$ cat src/rtl/serial_capture_fifo.sv
// Captures an asynchronous serial bit stream into words and buffers them in a
// FIFO that is read one word per rising edge of an asynchronous read strobe.
//
// Ports:
//   clk           system clock, all state updates on its rising edge
//   rst_n         asynchronous active-low reset
//   ser_clk       external serial bit clock (async), bits taken on rising edge
//   ser_data      serial data (async), stable around ser_clk rising edges
//   enable        capture enable (sync to clk)
//   ready         read strobe (async), each rising edge requests one word
//   data          last word popped from the FIFO
//   data_valid    1 when the last read request returned a word
//   rpi_interrupt fill interrupt with IRQ_HIGH / IRQ_LOW hysteresis
//   level         number of words currently stored
//   overflow      sticky: a completed word was dropped because the FIFO was full
module serial_capture_fifo #(
  parameter int unsigned WORD_W    = 24,
  parameter int unsigned DEPTH     = 32,
  parameter int unsigned IRQ_HIGH  = 16,
  parameter int unsigned IRQ_LOW   = 0,
  parameter int unsigned MSB_FIRST = 0
) (
  input  logic                     clk,
  input  logic                     rst_n,
  input  logic                     ser_clk,
  input  logic                     ser_data,
  input  logic                     enable,
  input  logic                     ready,
  output logic [WORD_W-1:0]        data,
  output logic                     data_valid,
  output logic                     rpi_interrupt,
  output logic [$clog2(DEPTH):0]   level,
  output logic                     overflow
);

  localparam int unsigned AW = $clog2(DEPTH);
  localparam int unsigned LW = AW + 1;
  localparam int unsigned CW = (WORD_W > 1) ? $clog2(WORD_W) : 1;

  // Synchroniser chains and edge-detect history
  logic [1:0] sclk_sync;
  logic [1:0] sdat_sync;
  logic [1:0] rdy_sync;
  logic       sclk_prev;
  logic       rdy_prev;

  // Word assembly
  logic [CW-1:0]     bit_cnt;
  logic [WORD_W-1:0] shift_q;

  // FIFO state
  logic [WORD_W-1:0] mem [DEPTH];
  logic [AW:0]       wr_ptr;
  logic [AW:0]       rd_ptr;

  logic              sclk_rise_c;
  logic              rdy_rise_c;
  logic [CW-1:0]     bit_pos_c;
  logic [WORD_W-1:0] word_c;
  logic              last_bit_c;
  logic              push_c;
  logic              full_c;
  logic              empty_c;
  logic              pop_c;
  logic              wr_en_c;
  logic              drop_c;

  // Bring the asynchronous inputs into the clk domain
  always_ff @(posedge clk or negedge rst_n) begin
    if (!rst_n) begin
      sclk_sync <= 2'b00;
      sdat_sync <= 2'b00;
      rdy_sync  <= 2'b00;
      sclk_prev <= 1'b0;
      rdy_prev  <= 1'b0;
    end else begin
      sclk_sync <= {sclk_sync[0], ser_clk};
      sdat_sync <= {sdat_sync[0], ser_data};
      rdy_sync  <= {rdy_sync[0], ready};
      sclk_prev <= sclk_sync[1];
      rdy_prev  <= rdy_sync[1];
    end
  end

  // Edge detects, bit placement and FIFO control decisions
  always_comb begin
    sclk_rise_c = sclk_sync[1] & ~sclk_prev;
    rdy_rise_c  = rdy_sync[1] & ~rdy_prev;
    bit_pos_c   = (MSB_FIRST != 0) ? (CW'(WORD_W - 1) - bit_cnt) : bit_cnt;
    word_c      = shift_q;
    word_c[bit_pos_c] = sdat_sync[1];
    last_bit_c  = (bit_cnt == CW'(WORD_W - 1));
    // The completing bit is merged combinationally so the word is written on
    // the same edge that samples its last bit.
    push_c      = enable & sclk_rise_c & last_bit_c;
    full_c      = (wr_ptr[AW] != rd_ptr[AW]) && (wr_ptr[AW-1:0] == rd_ptr[AW-1:0]);
    empty_c     = (wr_ptr == rd_ptr);
    pop_c       = rdy_rise_c & ~empty_c;
    // A simultaneous pop frees the slot, so a push at full is still accepted.
    wr_en_c     = push_c & (~full_c | pop_c);
    drop_c      = push_c & full_c & ~pop_c;
  end

  // Bit counter and partial word; both clear while capture is disabled
  always_ff @(posedge clk or negedge rst_n) begin
    if (!rst_n) begin
      bit_cnt <= '0;
      shift_q <= '0;
    end else if (!enable) begin
      bit_cnt <= '0;
      shift_q <= '0;
    end else if (sclk_rise_c) begin
      if (last_bit_c) begin
        bit_cnt <= '0;
        shift_q <= '0;
      end else begin
        bit_cnt <= bit_cnt + CW'(1);
        shift_q <= word_c;
      end
    end
  end

  // Storage array, no reset needed
  always_ff @(posedge clk) begin
    if (wr_en_c) begin
      mem[wr_ptr[AW-1:0]] <= word_c;
    end
  end

  // Pointers, level, overflow and read port
  always_ff @(posedge clk or negedge rst_n) begin
    if (!rst_n) begin
      wr_ptr     <= '0;
      rd_ptr     <= '0;
      level      <= '0;
      overflow   <= 1'b0;
      data       <= '0;
      data_valid <= 1'b0;
    end else begin
      if (wr_en_c) begin
        wr_ptr <= wr_ptr + LW'(1);
      end
      if (pop_c) begin
        rd_ptr <= rd_ptr + LW'(1);
      end
      case ({wr_en_c, pop_c})
        2'b10:   level <= level + LW'(1);
        2'b01:   level <= level - LW'(1);
        default: level <= level;
      endcase
      if (drop_c) begin
        overflow <= 1'b1;
      end
      if (rdy_rise_c) begin
        data_valid <= ~empty_c;
        if (!empty_c) begin
          data <= mem[rd_ptr[AW-1:0]];
        end
      end
    end
  end

  // Fill interrupt with hysteresis, forced low while capture is disabled
  always_ff @(posedge clk or negedge rst_n) begin
    if (!rst_n) begin
      rpi_interrupt <= 1'b0;
    end else if (!enable) begin
      rpi_interrupt <= 1'b0;
    end else if (level >= LW'(IRQ_HIGH)) begin
      rpi_interrupt <= 1'b1;
    end else if (level <= LW'(IRQ_LOW)) begin
      rpi_interrupt <= 1'b0;
    end
  end

endmodule
$ cat config.mk
export PLATFORM = sky130hd
export DESIGN_NAME = serial_capture_fifo
export DESIGN_NICKNAME = d
export VERILOG_FILES = /design/src/rtl/serial_capture_fifo.sv
export SDC_FILE = /design/constraint.sdc
export NUM_CORES = 1
export LEC_CHECK = 0
export ABC_CLOCK_PERIOD_IN_PS = 3700
export CORE_MARGIN = 10
export CORE_UTILIZATION = 30
export DETAILED_ROUTE_END_ITERATION = 12
export SYNTH_ARGS = -nofsm -noshare
export SYNTH_HDL_FRONTEND = slang
export SYNTH_SLANG_ARGS = --single-unit
export TNS_END_PERCENT = 5
$ cat constraint.sdc
create_clock -name clk -period 3.7 [get_ports clk]
set_clock_uncertainty 0.1 [all_clocks]
set_input_delay 0.74 -clock clk [delete_from_list [all_inputs] [get_ports clk]]
set_output_delay 0.74 -clock clk [all_outputs]
set_load 0.005 [all_outputs]
-- Word-level counts from Yosys, hierarchy flattened
Memories as Yosys holds them, arrays and structs flattened. A register that Yosys moved wholly into a read port is not among the register bits.
Index checks and enable logic that the tools add are counted.
- $add $sub $neg: 5
- $mul: 0
- div/mod/pow operators: 0
- magnitude comparators: 4
- equality and inequality tests: 8
- shift operators: 0
- multiplexer cells: 15
- bitwise gates (word level): 14
- reduce and logical (&&, ||, !) cells: 5
- operators by type and width (cell ; number):
    24-bit two-way mux ; 3
    24-bit bitwise mux ; 1
    6-bit by 1-bit adder with 6-bit output, second input constant ; 3
    5-bit two-way mux ; 3
    6-bit one-hot mux with 2 select lines ; 1
    1-bit bitwise AND ; 8
    6-bit equality test ; 1
    6-bit by 5-bit >= comparator with 1-bit output, second input constant ; 1
    6-bit by 1-bit less-or-equal comparator with 1-bit output, second input constant ; 1
    5-bit by 6-bit < comparator with 1-bit output, second input constant ; 1
    1-bit two-way mux ; 6
    6-bit by 1-bit subtractor with 6-bit output, second input constant ; 1
    5-bit by 1-bit adder with 5-bit output, second input constant ; 1
    1-bit demux with 5-bit select ; 1
    5-bit equality test ; 1
    5-bit equality test, second input constant ; 1
    5-bit by 1-bit >= comparator with 1-bit output, second input constant ; 1
    1-bit inverter ; 5
    3-bit by 1-bit inequality test with 1-bit output, second input constant ; 1
    2-bit by 1-bit equality test with 1-bit output, second input constant ; 1
    2-bit equality test, second input constant ; 1
    1-bit logical AND ; 2
    2-bit by 1-bit inequality test with 1-bit output, second input constant ; 1
    2-bit AND reduction ; 1
    4 further kinds ; 4
- register bits: 58
- latch bits: 0
- memory bits (writable): 768
- ROM bits: 0
- input bits: 6
- output and inout bits: 33
- logic and storage cells: 65
- memories: 1
- memories (name ; depth ; width ; rd ports ; clocked after Yosys merged registers in ; wr ports ; RTL line ; source):
    mem ; 32 ; 24 ; 1 ; 1 ; 1 ; 52 ; logic [WORD_W-1:0] mem [DEPTH];

-- Logic depth before layout (Yosys ltp)
- depth after elaboration: 8
- gate-level depth with buffers: 12
- gate-level depth less buffers: 11

-- Least setup slack after synthesis
No wires, ideal clock.
- path kind: register to register
- start: register bit_cnt[0]
- end: memory mem[30][0] (enable)
- arrival: 2.612 ns
- data required time: 3.195 ns
- slack: 0.583 ns
- cell stages (with the launch flop): 8
- clock period less this slack: 3.117 ns
- cell sequence: dfrtp_1 ha_1 buf_1 nand4_4 a21oi_2 buf_4 nand2_2 nor2_1
- cells in the longest elaborated chain, start to end: 5
- ends and longest elaborated chain (what ; RTL line ; source):
    start, declared ; 48 ; logic [CW-1:0] bit_cnt;
    start signal, assigned ; 117 ; bit_cnt <= bit_cnt + CW'(1);
    5-bit equality test ; 92 ; last_bit_c = (bit_cnt == CW'(WORD_W - 1));
    1-bit bitwise AND ; 95 ; push_c = enable & sclk_rise_c & last_bit_c;
    1-bit bitwise AND ; 100 ; wr_en_c = push_c & (~full_c | pop_c);
    1-bit two-way mux ; 125 ; if (wr_en_c) begin
    1-bit two-way mux (not written as such) ; 126 ; mem[wr_ptr[AW-1:0]] <= word_c;
    end, declared ; 52 ;
No other way between the ends.

-- Worst setup path after layout
- start: register rd_ptr[2]
- end: register data[17], read port of mem
- cells in the longest elaborated chain, start to end: 3
- ends and longest elaborated chain (what ; RTL line ; source):
    start, declared ; 54 ; logic [AW:0] rd_ptr;
    start signal, assigned ; 144 ; rd_ptr <= rd_ptr + LW'(1);
    6-bit equality test ; 97 ; empty_c = (wr_ptr == rd_ptr);
    1-bit inverter ; n/a ;
    2-bit AND reduction (no line) ; n/a ;
    end, declared ; 29 ; output logic [WORD_W-1:0] data,
Parallel ways exist; a longest one is shown, timed or not.
A chain may end at the register's enable or synchronous reset.

==> summary.md <==
| Metric | Value |
|---|---|
| Worst slew pin tran | `1.13 ns` |
| Outcome | `finished clean` |
| Area growth syn-to-layout | `15.8%` |
| Fin. max-slew vios | `0` |
| Maximum number of pins on one net before global-route repair | `115` |
| Avg Cell Area, Syn | `18.2 um2` |
| Final setup TNS | `0 ns` |
| Routed Antenna Nets | `0` |
| Final Non-Filler Cells | `3525` |
| Clock Tree Buf Depth | `3` |
| Routed len/inst | `22.9 um` |
| # setup viols final | `0` |
| Max layer used | `met5` |
| # nets final | `1979` |
| Boundary pin count | `39` |
| Asr flop ratio synth | `0.0965` |
| Yosys Warn Count | `0` |
| Placed cells | `3373` |
| Switch share | `0.296` |
| Share of total power in the clock network | `0.333` |
| 1st-pass router iterations | `5` |
| VDD IR max | `0.553 mV` |
| Final hold vios | `0` |
| Root buffer cell | `clkbuf_16` |
| RSZ-0062 raised after global routing | `false` |
| Flop pwr share | `0.418` |
| Synth cell count leaders | `edfxtp_1, mux2i_1, a22oi_1` |
| Top FF cell, synth | `edfxtp_1` |
| CP Data Arrival Time | `3.78 ns` |
| #FFs+latches synth | `850` |
| Post-CTS Setup Bufs | `0` |
| Initial Util | `0.302` |
| Cell variety after synth | `61` |
| Yosys top cell area share | `0.677` |
| Post-cts resize count | `0` |
| Crit start category | `register` |
| Wire length on met3 | `5.52 mm` |
| DR DRC count | `0` |
| Final worst path period share | `0.902` |
| Synth Instances | `1870` |
| Port bufs | `38` |
| Yosys top cell by area | `edfxtp_1` |
| Full die area | `127000 um2` |
| Synth area leaders | `edfxtp_1, mux2i_1, dfrtp_1, a22oi_1, mux4_2` |
| Core area | `113000 um2` |
| Logic pwr share | `0.249` |
| Filler cell count | `10500` |
| Initial antenna violation count | `5` |
| Critical path peak fanout | `114` |
| HPWL after DPL | `48.9 mm` |
| Post-Synthesis Net Count | `1890` |
| Row count | `123` |
| Min Tclk post-route | `3.34 ns` |
| Worst-path clk slew | `0.06 ns` |
| Count leader, synth | `edfxtp_1` |
| Leakage | `14.0 nW` |
| Hold Buf Count CTS | `0` |
| Int Pwr | `18.2 mW` |
| Worst endpoint required time | `4.14 ns` |
| Die extent in y | `357 um` |
| Antenna diode count | `0` |
| Clk sinks | `850` |
| Die X | `357 um` |
| Number of CTS-inserted buffers | `84` |
| CP endpoint kind | `register` |
| Worst-skew pair later-pin latency | `0.63 ns` |
| Final GP Congestion | `0.761` |
| Tot GR Track Use | `0.124` |
| Vias | `17300` |
| Number of synthesized flops with an enable pin | `768` |
| Share of layout cells above drive strength 1 | `0.191` |
| Register area share after synthesis | `0.737` |
| Post-Syn Area | `34100 um2` |
| P_sw | `7.63 mW` |
| Vias per std cell | `4.92` |
| Min-delay worst type | `in -> async` |
| R2r setup slk | `0.36 ns` |
| Metal2 WL | `36.1 mm` |
| Fmax | `300 MHz` |
| CTS tree | `yes` |
| Max cap viols | `0` |
| Total Wirelength | `80.9 mm` |
| Worst Path Class, Setup | `reg -> reg` |
| H-tree levels | `3` |
| WL met1 | `37.2 mm` |
| Grt ovf | `0` |
| Vias in the first global route | `17700` |
| Pwr dens | `655 nW/um2` |
| First-pass GRT wire length | `119 mm` |
| Slew headroom | `0.245` |
| DR iter-0 viols | `1516` |
[cell families (layout without fill, tap and decap cells)]
kind of cell | count (synthesis) | count (layout) | synth area share
compound gates | 305 | 305 | 0.0782
flops | 850 | 850 | 0.737
simple gates | 160 | 160 | 0.0230
buf+inv | 125 | 280 | 0.0223
xor+xnor | 22 | 22 | 0.00610
fa+ha+maj | 14 | 14 | 0.00536
mux | 394 | 394 | 0.128
[critical path: stages, from the launching register on]
cell and delay, ns:
dfrtp_4 0.44, buf_12 0.42, buf_4 0.69, mux2i_1 0.16
a22o_1 0.26, a221oi_1 0.35, o22ai_1 0.18, o41ai_2 0.35
[flip-flops by register name (all words and copies together) (netlist names)]
signal,cells
shift_q,24
sclk_prev,1
mem,768
rdy_sync,2
sdat_sync,2
wr_ptr,6
overflow,1
rdy_prev,1
rd_ptr,6
data,24
data_valid,1
sclk_sync,2
rpi_interrupt,1
bit_cnt,5
level,6
[routing by layer]
metal / GRT usage / vias to the layer above
li1: - / 7698
met2: 0.188 / 532
met4: 0.0355 / 4
met5: 0 / -
met3: 0.0302 / 124
met1: 0.176 / 8988
[layout by cell type, fill, tap and decap left out, types with 12 or more instances in the layout]
cell type	instances
edfxtp_1	768
mux2i_1	322
a22oi_1	84
clkbuf_16	84
dfrtp_1	79
a22o_1	65
nand2_1	62
buf_4	53
a21oi_1	44
mux2_2	40
clkdlybuf4s50_1	37
nor2_2	32
a221oi_2	32
mux4_2	28
buf_12	27
clkbuf_1	23
o22ai_1	22
o41ai_2	20
xnor2_1	13
ha_1	13
clkinv_2	12
[power by group through the flow]
stage	Clock, mW	Combinational, mW	Sequential (mW)
CTS	8.77	6.45	10.8
finish	8.61	6.43	10.8
global route	9.16	6.81	10.8
floorplan	0	4.43	10.9
detailed placement	0	6.44	11.0
global placement	0	6.40	11.0
[through the flow]
stage | hold slack [ns] | power, mW | utilization | cell area, um2 | worst slack, ns
final | 0.0566 | 25.8 | 0.350 | 39500 | 0.363
after global routing | 0.0750 | 26.8 | 0.350 | 39500 | 0.210
after CTS | 0.0646 | 26.0 | 0.350 | 39500 | 0.381
after detailed placement | 0.236 | 17.4 | 0.326 | 36700 | 0.331
after global placement | 0.236 | 17.4 | 0.326 | 36700 | 0.303
after floorplan | 0.231 | 15.3 | - | 34100 | 0.583
[area by class of cell]
cell class              instances  area (um2)  share of cell area
flip-flops and latches        850       25100               0.637
clock buffers                 116        2310              0.0586
clock inverters                36         464              0.0118
well taps                    1500        1880              0.0476
multi-input cells             895        8320               0.211
inverters                      11        43.8             0.00111
repair buffers                117        1310              0.0332
[path summary, 6_finish.rpt]
| check | cells past startpoint | end | start |
|---|---|---|---|
| max in group asynchronous | 2 | shift_q[11]$_DFFE_PN0P_ | rst_n |
| hold reg to reg | 0 | sclk_sync[1]$_DFF_PN0_ | sclk_sync[0]$_DFF_PN0_ |
| hold / removal | 1 | sdat_sync[0]$_DFF_PN0_ | rst_n |
| min in group clk | 0 | sclk_sync[1]$_DFF_PN0_ | sclk_sync[0]$_DFF_PN0_ |
| setup / recovery | 7 | data[17]$_DFFE_PN0P_ | rd_ptr[2]$_DFFE_PN0P_ |
| setup reg to reg | 7 | data[17]$_DFFE_PN0P_ | rd_ptr[2]$_DFFE_PN0P_ |
No activity file was read; power rests on OpenSTA's default activity.
